### src/rtl/wb_port_arbiter_if.sv
// Handshake and write-port bundle between WB stage, MDU and the regfile arbiter.
// Latency: none (signal container only).
// Backpressure: pipe_stall_o holds WB, mdu_ready_o gates MDU result acceptance.
interface wb_port_arbiter_if #(
    parameter int XLEN = 64
);
    logic            pipe_valid_i;
    logic            pipe_wen_i;
    logic [4:0]      pipe_rd_idx_i;
    logic [XLEN-1:0] pipe_rd_data_i;
    logic            pipe_stall_o;
    logic            mdu_valid_i;
    logic [4:0]      mdu_rd_idx_i;
    logic [XLEN-1:0] mdu_rd_data_i;
    logic            mdu_ready_o;
    logic            rf_wen_o;
    logic [4:0]      rf_waddr_o;
    logic [XLEN-1:0] rf_wdata_o;
    logic            mdu_pending_o;

    // Arbiter side
    modport slave (
        input  pipe_valid_i, pipe_wen_i, pipe_rd_idx_i, pipe_rd_data_i,
        input  mdu_valid_i, mdu_rd_idx_i, mdu_rd_data_i,
        output pipe_stall_o, mdu_ready_o, mdu_pending_o,
        output rf_wen_o, rf_waddr_o, rf_wdata_o
    );

    // Pipeline / MDU / regfile side
    modport master (
        output pipe_valid_i, pipe_wen_i, pipe_rd_idx_i, pipe_rd_data_i,
        output mdu_valid_i, mdu_rd_idx_i, mdu_rd_data_i,
        input  pipe_stall_o, mdu_ready_o, mdu_pending_o,
        input  rf_wen_o, rf_waddr_o, rf_wdata_o
    );
endinterface

### src/rtl/wb_port_arbiter.sv
// Regfile write-port arbiter: pipeline WB vs buffered MDU results (optional perf counters: WB_ARB_PERF_EN).
// Latency: granted write appears on rf_* one cycle after grant.
// Backpressure: pipe_stall_o on lost grant/WAW hazard/drain; mdu_ready_o low when the MDU FIFO is full.
module wb_port_arbiter #(
    parameter int XLEN           = 64,
    parameter int MDU_FIFO_DEPTH = 2,
    parameter int STARVE_MAX     = 4
) (
    input logic clk,
    input logic rst,
    wb_port_arbiter_if.slave bus
`ifdef WB_ARB_PERF_EN
    ,
    output logic [31:0] perf_stall_cycles_o,
    output logic [31:0] perf_drain_entries_o
`endif
);
    localparam int AW = $clog2(MDU_FIFO_DEPTH);
    localparam int PW = AW + 1;
    localparam int CW = $clog2(STARVE_MAX + 1);

    typedef enum logic [0:0] {
        ST_NORMAL = 1'b0,
        ST_DRAIN  = 1'b1
    } state_t;

    state_t state, state_nxt;

    // MDU result buffer
    logic [4:0]      fifo_rd  [MDU_FIFO_DEPTH];
    logic [XLEN-1:0] fifo_dat [MDU_FIFO_DEPTH];
    logic [AW:0]     rd_ptr, wr_ptr;
    logic [PW-1:0]   count, count_nxt;
    logic            fifo_empty, fifo_full;
    logic            push, pop;
    logic [4:0]      head_rd;
    logic [XLEN-1:0] head_dat;

    logic            hz;
    logic            grant_pipe, grant_mdu;
    logic [CW-1:0]   starve_cnt, starve_nxt;

    logic            rf_wen_q;
    logic [4:0]      rf_waddr_q;
    logic [XLEN-1:0] rf_wdata_q;

    assign count      = wr_ptr - rd_ptr;
    assign fifo_empty = (wr_ptr == rd_ptr);
    assign fifo_full  = (wr_ptr[AW] != rd_ptr[AW]) && (wr_ptr[AW-1:0] == rd_ptr[AW-1:0]);
    assign head_rd    = fifo_rd[rd_ptr[AW-1:0]];
    assign head_dat   = fifo_dat[rd_ptr[AW-1:0]];

    // Ready uses the pre-pop occupancy, so a full FIFO never takes a result even while it pops
    assign push      = bus.mdu_valid_i && !fifo_full;
    assign pop       = grant_mdu;
    assign count_nxt = count + PW'(push) - PW'(pop);

    // WAW hazard: pipe target matches any buffered (older) MDU destination
    always_comb begin
        logic [AW-1:0] idx;
        hz = 1'b0;
        for (int k = 0; k < MDU_FIFO_DEPTH; k++) begin
            idx = rd_ptr[AW-1:0] + AW'(k);
            if ((PW'(k) < count) && (fifo_rd[idx] == bus.pipe_rd_idx_i))
                hz = 1'b1;
        end
        hz = hz && bus.pipe_valid_i && bus.pipe_wen_i && (bus.pipe_rd_idx_i != 5'd0);
    end

    // Grant selection: pipe first in NORMAL, FIFO head only in DRAIN
    always_comb begin
        grant_pipe = 1'b0;
        grant_mdu  = 1'b0;
        if (state == ST_DRAIN) begin
            grant_mdu = !fifo_empty;
        end else if (bus.pipe_valid_i && !hz) begin
            grant_pipe = 1'b1;
        end else begin
            grant_mdu = !fifo_empty;
        end
    end

    // Starvation counter: counts pipe grants that bypass a waiting MDU result
    always_comb begin
        starve_nxt = starve_cnt;
        if (grant_mdu || fifo_empty) begin
            starve_nxt = '0;
        end else if (state == ST_NORMAL && grant_pipe && starve_cnt != CW'(STARVE_MAX)) begin
            starve_nxt = starve_cnt + CW'(1);
        end
    end

    // Next state: enter DRAIN on full FIFO or starvation, leave once empty with no refill
    always_comb begin
        state_nxt = state;
        case (state)
            ST_NORMAL: begin
                if (count_nxt == PW'(MDU_FIFO_DEPTH) ||
                    (starve_nxt == CW'(STARVE_MAX) && count_nxt != '0))
                    state_nxt = ST_DRAIN;
            end
            ST_DRAIN: begin
                if (count_nxt == '0)
                    state_nxt = ST_NORMAL;
            end
            default: state_nxt = ST_NORMAL;
        endcase
    end

    // State, pointers and starvation counter
    always_ff @(posedge clk) begin
        if (rst) begin
            state      <= ST_NORMAL;
            rd_ptr     <= '0;
            wr_ptr     <= '0;
            starve_cnt <= '0;
        end else begin
            state      <= state_nxt;
            starve_cnt <= starve_nxt;
            if (push) wr_ptr <= wr_ptr + PW'(1);
            if (pop)  rd_ptr <= rd_ptr + PW'(1);
        end
    end

    // FIFO storage; contents are don't-care until written, validity lives in the pointers
    always_ff @(posedge clk) begin
        if (push) begin
            fifo_rd[wr_ptr[AW-1:0]]  <= bus.mdu_rd_idx_i;
            fifo_dat[wr_ptr[AW-1:0]] <= bus.mdu_rd_data_i;
        end
    end

    // Registered regfile write; x0 targets are consumed without a write
    always_ff @(posedge clk) begin
        if (rst) begin
            rf_wen_q   <= 1'b0;
            rf_waddr_q <= '0;
            rf_wdata_q <= '0;
        end else if (grant_pipe) begin
            rf_wen_q   <= bus.pipe_wen_i && (bus.pipe_rd_idx_i != 5'd0);
            rf_waddr_q <= bus.pipe_rd_idx_i;
            rf_wdata_q <= bus.pipe_rd_data_i;
        end else if (grant_mdu) begin
            rf_wen_q   <= (head_rd != 5'd0);
            rf_waddr_q <= head_rd;
            rf_wdata_q <= head_dat;
        end else begin
            rf_wen_q   <= 1'b0;
        end
    end

    assign bus.pipe_stall_o  = bus.pipe_valid_i && !grant_pipe;
    assign bus.mdu_ready_o   = !fifo_full;
    assign bus.mdu_pending_o = !fifo_empty;
    assign bus.rf_wen_o      = rf_wen_q;
    assign bus.rf_waddr_o    = rf_waddr_q;
    assign bus.rf_wdata_o    = rf_wdata_q;

`ifdef WB_ARB_PERF_EN
    // Stall-cycle (saturating) and drain-entry counters
    always_ff @(posedge clk) begin
        if (rst) begin
            perf_stall_cycles_o  <= '0;
            perf_drain_entries_o <= '0;
        end else begin
            if (bus.pipe_stall_o && perf_stall_cycles_o != 32'hFFFF_FFFF)
                perf_stall_cycles_o <= perf_stall_cycles_o + 32'd1;
            if (state == ST_NORMAL && state_nxt == ST_DRAIN)
                perf_drain_entries_o <= perf_drain_entries_o + 32'd1;
        end
    end
`endif

endmodule

### src/flat_wrapper.sv
// flat-port wrapper written by rule: the top's interface ports become plain ports
module wb_port_arbiter_flat 
#(
    parameter int XLEN           = 64,
    parameter int MDU_FIFO_DEPTH = 2,
    parameter int STARVE_MAX     = 4
)
  (clk, rst, bus_pipe_valid_i, bus_pipe_wen_i, bus_pipe_rd_idx_i, bus_pipe_rd_data_i, bus_mdu_valid_i, bus_mdu_rd_idx_i, bus_mdu_rd_data_i, bus_pipe_stall_o, bus_mdu_ready_o, bus_mdu_pending_o, bus_rf_wen_o, bus_rf_waddr_o, bus_rf_wdata_o);
  wb_port_arbiter_if #(.XLEN(XLEN)) bus_i ();
  input logic clk;
  input logic rst;
  input wire logic [$bits(bus_i.pipe_valid_i)-1:0] bus_pipe_valid_i;
  input wire logic [$bits(bus_i.pipe_wen_i)-1:0] bus_pipe_wen_i;
  input wire logic [$bits(bus_i.pipe_rd_idx_i)-1:0] bus_pipe_rd_idx_i;
  input wire logic [$bits(bus_i.pipe_rd_data_i)-1:0] bus_pipe_rd_data_i;
  input wire logic [$bits(bus_i.mdu_valid_i)-1:0] bus_mdu_valid_i;
  input wire logic [$bits(bus_i.mdu_rd_idx_i)-1:0] bus_mdu_rd_idx_i;
  input wire logic [$bits(bus_i.mdu_rd_data_i)-1:0] bus_mdu_rd_data_i;
  output wire logic [$bits(bus_i.pipe_stall_o)-1:0] bus_pipe_stall_o;
  output wire logic [$bits(bus_i.mdu_ready_o)-1:0] bus_mdu_ready_o;
  output wire logic [$bits(bus_i.mdu_pending_o)-1:0] bus_mdu_pending_o;
  output wire logic [$bits(bus_i.rf_wen_o)-1:0] bus_rf_wen_o;
  output wire logic [$bits(bus_i.rf_waddr_o)-1:0] bus_rf_waddr_o;
  output wire logic [$bits(bus_i.rf_wdata_o)-1:0] bus_rf_wdata_o;
  assign bus_i.pipe_valid_i = bus_pipe_valid_i;
  assign bus_i.pipe_wen_i = bus_pipe_wen_i;
  assign bus_i.pipe_rd_idx_i = bus_pipe_rd_idx_i;
  assign bus_i.pipe_rd_data_i = bus_pipe_rd_data_i;
  assign bus_i.mdu_valid_i = bus_mdu_valid_i;
  assign bus_i.mdu_rd_idx_i = bus_mdu_rd_idx_i;
  assign bus_i.mdu_rd_data_i = bus_mdu_rd_data_i;
  assign bus_pipe_stall_o = bus_i.pipe_stall_o;
  assign bus_mdu_ready_o = bus_i.mdu_ready_o;
  assign bus_mdu_pending_o = bus_i.mdu_pending_o;
  assign bus_rf_wen_o = bus_i.rf_wen_o;
  assign bus_rf_waddr_o = bus_i.rf_waddr_o;
  assign bus_rf_wdata_o = bus_i.rf_wdata_o;
  wb_port_arbiter #(.XLEN(XLEN), .MDU_FIFO_DEPTH(MDU_FIFO_DEPTH), .STARVE_MAX(STARVE_MAX)) u_core (.clk(clk), .rst(rst), .bus(bus_i));
endmodule
### config.mk
export PLATFORM = sky130hd
export DESIGN_NAME = wb_port_arbiter_flat
export DESIGN_NICKNAME = d
export VERILOG_FILES = /design/src/rtl/wb_port_arbiter_if.sv /design/src/rtl/wb_port_arbiter.sv /design/src/flat_wrapper.sv
export SDC_FILE = /design/constraint.sdc
export NUM_CORES = 1
export LEC_CHECK = 0
export CAP_MARGIN = 15
export CORE_UTILIZATION = 54
export DETAILED_ROUTE_END_ITERATION = 10
export PLACE_DENSITY = 0.83
export SETUP_SLACK_MARGIN = 0.3
export SYNTH_ARGS = -nofsm -noshare
export SYNTH_HDL_FRONTEND = slang
export SYNTH_SLANG_ARGS = --single-unit
### constraint.sdc
create_clock -name clk -period 6.4 [get_ports clk]
set_input_delay 1.92 -clock clk [delete_from_list [all_inputs] [get_ports clk]]
set_output_delay 1.92 -clock clk [all_outputs]
set_load 0.005 [all_outputs]
## Word level (Yosys, flattened, before mapping)

Memory sizes are Yosys's and may differ from the RTL's. A register that Yosys moved wholly into a read port is not among the register bits.
Cells that the tools add are included.

| word-level totals | value |
|---|---|
| register bits after elaboration | 78 |
| latch bits | 0 |
| RAM bits | 138 |
| ROM bits | 0 |
| bits of input ports | 143 |
| memories kept | 2 |

| operators by class | value |
|---|---|
| add/sub/neg operators | 7 |
| multiply operators | 0 |
| divide/modulo/power cells | 0 |
| $lt $le $gt $ge | 2 |
| eq/ne operators | 8 |
| shift operators | 0 |
| multiplexer cells | 23 |
| bitwise gates (word level) | 1 |
| reduce and logical (&&, ||, !) cells | 24 |

Memory list:

| name | words | bits a word | read ports | clocked after memory_dff | write ports | line | text |
|---|---|---|---|---|---|---|---|
| u_core.fifo_dat | 2 | 64 | 1 | 1 | 1 | wb_port_arbiter.sv:31 | `logic [XLEN-1:0] fifo_dat [MDU_FIFO_DEPTH];` |
| u_core.fifo_rd | 2 | 5 | 2 | 1 | 1 | wb_port_arbiter.sv:30 | `logic [4:0] fifo_rd [MDU_FIFO_DEPTH];` |

Operator list:

| cell | number |
|---|---|
| 64-bit two-way mux | 2 |
| 1-bit two-way mux | 16 |
| 1-bit logical AND | 13 |
| 5-bit equality test | 2 |
| 5-bit two-way mux | 2 |
| 5-bit nonzero test | 2 |
| 3-bit two-way mux | 2 |
| 2-bit by 1-bit adder with 2-bit output, second input constant | 2 |
| 1-bit zero test | 4 |
| 1-bit by 2-bit less-than comparator with 1-bit output, first input constant | 2 |
| 2-bit nonzero test | 2 |
| 3-bit by 1-bit adder with 3-bit output, second input constant | 1 |
| 3-bit equality test, second input constant | 1 |
| 3-bit != test, second input constant | 1 |
| 2-bit by 1-bit adder with 2-bit output | 1 |
| 2-bit equality test | 1 |
| 2-bit equality test, second input constant | 1 |
| 2-bit zero test | 1 |
| 1-bit logical OR | 2 |
| 1-bit one-hot mux with 2 select lines | 1 |
| 2-bit by 1-bit subtractor with 2-bit output | 1 |
| 2-bit subtractor | 1 |
| 1-bit adder, second input constant | 1 |
| 1-bit equality test | 1 |
| other kinds (2) | 2 |

## Logic depth before layout (Yosys ltp)

| depth | value |
|---|---|
| word-level depth | 21 |
| depth in mapped cells | 15 |

## Worst setup path after synthesis

Ideal clock, no wire load.

| timing path | value |
|---|---|
| kind | input -> output |
| start point | input port bus_pipe_rd_idx_i[1] |
| end point | output port bus_pipe_stall_o |
| data arrival time | 3276 ps |
| required time | 4480 ps |
| slack | 1204 ps |
| cell stages on the path | 7 |
| path buffers | 1 |
| path through | or4_4 > o21ai_4 > a211oi_1 > nand2_1 > nand2_2 > buf_4 > and2_1 |

| between the ends | value |
|---|---|
| longest elaborated chain between the ends | 13 |

RTL lines:

| element | line | text |
|---|---|---|
| start, declared | flat_wrapper.sv:14 | `input wire logic [$bits(bus_i.pipe_rd_idx_i)-1:0] bus_pipe_rd_idx_i;` |
| 5-bit equality test | wb_port_arbiter.sv:64 | `if ((PW'(k) < count) && (fifo_rd[idx] == bus.pipe_rd_idx_i))` |
| 1-bit logical AND | wb_port_arbiter.sv:64 |  |
| 1-bit two-way mux (2 in a row) | wb_port_arbiter.sv:64 |  |
| 1-bit logical AND (2 in a row) | wb_port_arbiter.sv:67 | `hz = hz && bus.pipe_valid_i && bus.pipe_wen_i && (bus.pipe_rd_idx_i != 5'd0);` |
| 1-bit logical AND * | wb_port_arbiter.sv:67 |  |
| 1-bit zero test * | wb_port_arbiter.sv:76 | `end else if (bus.pipe_valid_i && !hz) begin` |
| 1-bit logical AND * | wb_port_arbiter.sv:76 |  |
| 1-bit two-way mux * | wb_port_arbiter.sv:76 |  |
| 1-bit two-way mux * | wb_port_arbiter.sv:74 | `if (state == ST_DRAIN) begin` |
| 1-bit zero test * | wb_port_arbiter.sv:152 | `assign bus.pipe_stall_o = bus.pipe_valid_i && !grant_pipe;` |
| 1-bit logical AND * | wb_port_arbiter.sv:152 |  |
| end, declared | flat_wrapper.sv:19 | `output wire logic [$bits(bus_i.pipe_stall_o)-1:0] bus_pipe_stall_o;` |

Every way passes the cells marked *; elsewhere a longest branch is shown, timed or not.

## Worst setup path in the final report

Ends and elaborated chain as after synthesis.

==> results.cfg <==
[timing]
layout_min_cycle_time_ns = 6.047
holdWs_ns = 0.5001
relSlewSlack = 0.3037
maxSlewViolCount = 0
rsz0062_at_grt = no
max_freq_mhz = 165.4
skew_ns = 0.008010
tns_ns = 0
setup-violations-final = 0
fin_crit_sh = 0.9449
hold_viol = 0
fin_ws_ns = 0.3527
tightest_slew_ns = 1.045

[logic_synthesis]
netlist_area_um2 = 9229
synthTopCellsByArea = edfxtp_1 45%, dfxtp_1 17%, mux2i_1 8.0%
synth_edf_count = 138
ys_seq_area_frac = 0.6204
netlist_top_cells_count = 138 x edfxtp_1, 128 x o21ai_0, 79 x dfxtp_1, 74 x mux2i_1, 73 x nor2_1
ys_types = 47
synthDominantCellAreaShare = 0.4490
syn_inst = 777
synth_nets = 925
synth_warnings = 0
synth_flop_cell = edfxtp_1
synth_top_cell_by_area = edfxtp_1
syn_avg_cell_area_um2 = 11.88
async_flop_share = 0
postSynthRegisterBits = 217
yosysMostFrequentCell = edfxtp_1

[place]
place_congestion = 0.8249
dp_cells = 1153
port_buffers = 215
place_ws_ns = 0.2795
placement.cell_area_um2 = 11430
dp_hpwl_um = 13200

[finish]
seq_area_um2 = 5729
layout.nets = 1106
multiInputGateArea_um2 = 3223
areaGrowthSynthToFinish_pct = 31.47
drive_above_1_share = 0.05031
filler_cell_count = 1205
final_util = 0.7290
stdcell_count = 1195
final_cell_area_um2 = 12130

[setup_path]
cp-start-kind = input pin
critPathKind = in2out
cp_data_required_time_ns = 4.48
r2r_slack_ns = 2.50
path_max_fanout = 4
critPathTopFamily = simple AND/OR/NAND/NOR gates
startpoint = bus_pipe_rd_idx_i[1]
max_stage_delay_ns = 0.59
crit_chain = clkdlybuf4s50_1 -> or4_4 -> o21ai_4 -> a211oi_1 -> nand2_1 -> nand2_2 -> and2_1 -> clkdlybuf4s50_1
cp_common_cell = clkdlybuf4s50_1
r2r_cells = 13
crit_buf_inv = 2
r2r-end = u_core.state
arrival_ns = 4.13
cpMaxStageDelayCell = or4_4
end_kind = primary output

[power_and_ir_drop]
p_total_mw = 5.213
switching_share = 0.3361
clockPowerShare = 0.230
p_per_area_nw_per_um2 = 429.6
intPower_mw = 3.461
share_comb_of_total_power = 0.371
p_switching_mw = 1.752
pwr-share-seq = 0.399
p_leak_nw = 4.117
irDropWorstVdd_uv = 350.2

[global_routing]
grt_pass1_vias = 6816
grt_overflow = 0
grt_max_degree = 81
grtUsageTotal = 0.2505
antenna_found_initial = 1
grt_pass1_wl_um = 34940

[floorplan]
die_h_um = 132.7
die_area_um2 = 17620
start_util = 0.5545
core_um2 = 16640
std_cell_rows = 47
die_x_um = 132.7
io_pins = 216

[min_path]
hold_class = reg2reg
min_path_cells = 2
worstHoldStart = u_core.state
hold_end = u_core.state

[drt]
drtIter0Drc = 455
drc = 0
vias = 6874
ant_nets = 0
routedWlPerCell_um = 18.41
via_per_inst = 5.752
dr.pass1.iters = 5
wl_um = 22000

[clocking]
clockBufferDepth = 3
cts_tree = yes
h-tree-depth = 1
cts_buffers = 22
cts_num_sinks = 217
clk_latency_ns = 0.49
clk_pin_slew_ns = 0.06
ctsRootBufferMaster = clkbuf_16

[run_status]
status = complete, no violations

[flow_run]
cap_violations = 0
==> layout make-up <==
cell class / count / share of cell area
Antenna cell: 1 / 0.0002062
Tap cell: 220 / 0.02269
Inverter: 7 / 0.002372
Multi-Input combinational cell: 489 / 0.2656
Clock buffer: 33 / 0.05301
Clock inverter: 7 / 0.002578
Timing Repair Buffer: 221 / 0.1813
Sequential cell: 217 / 0.4722
==> routing by layer <==
metal | global-route usage | routed length (um) | vias to the layer above
met1 | 0.3292 | 9154 | 3351
met3 | 0.04636 | 1463 | 43
met4 | 0.07982 | 533 | 0
met5 | 0 | 0 | -
li1 | - | - | 3234
met2 | 0.4211 | 10850 | 246
==> how the worst max path moves through the flow <==
stage,cells after the start,to,slack [ns]
4_1_cts,7,bus_pipe_stall_o,0.36
3_3_place_gp,8,bus_pipe_stall_o,0.33
2_1_floorplan,7,bus_pipe_stall_o,1.20
5_1_grt,8,bus_pipe_stall_o,0.30
6_report,8,bus_pipe_stall_o,0.35
3_5_place_dp,8,bus_pipe_stall_o,0.28
==> registers in the layout, summed over array words and instances (netlist names), named ones only <==
signal and flops:
u_core.fifo_dat 128, u_core.fifo_rd 10, u_core.bus.rf_wen_o 1, u_core.wr_ptr 2, u_core.state 1, u_core.starve_cnt 3
u_core.bus.rf_wdata_o 64, u_core.bus.rf_waddr_o 5, u_core.rd_ptr 2
==> power by group through the flow <==
stage          Sequential (mW)  Combinational, mW  Clock [mW]
6_report                  2.08               1.93        1.20
5_1_grt                   2.12               2.13        1.28
4_1_cts                   2.08               1.94        1.22
3_5_place_dp              2.11               1.92           0
3_3_place_gp              2.09               1.86           0
2_1_floorplan             2.02               1.24           0
==> worst register-to-register path, delay by kind of cell (launching register included) <==
kind	cells	cell delay, ns
simple gates	4	1.12
mux	1	0.48
xor+xnor	3	0.44
compound gates	2	0.53
fa+ha+maj	2	0.38
buf+inv	1	0.06
flops	1	0.82
==> what timing repair did <==
action	in CTS	in global routing
pin swaps	1	0
buffers inserted	1	0
setup endpoints to repair	1	1
resized for setup	0	3
hold buffers	0	0
==> logic make-up (layout without fill, tap and decap cells) <==
group | Yosys count | count (layout) | share of synthesized area
other | 0 | 1 | 0
multiplexers | 75 | 75 | 0.08189
buffers and inverters | 71 | 268 | 0.03362
AO/OA/AOI/OAI | 216 | 216 | 0.1424
XOR/XNOR | 16 | 16 | 0.01518
AND/OR/NAND/NOR | 177 | 177 | 0.09978
adder cells (fa/ha/maj) | 5 | 5 | 0.006779
flip-flops | 217 | 217 | 0.6204
==> cells in the final DEF (no fill, tap or decap), drive strengths merged, types with 7 or more instances in the layout <==
master,n
clkdlybuf4s50,212
edfxtp,138
o21ai,133
dfxtp,79
mux2i,74
nor2,73
a211oi,66
nand2b,66
clkbuf,33
xnor2,9
nand2,9
xor2,7
buf,7
inv,7
clkinv,7
Power figures use the tool's default switching activity.
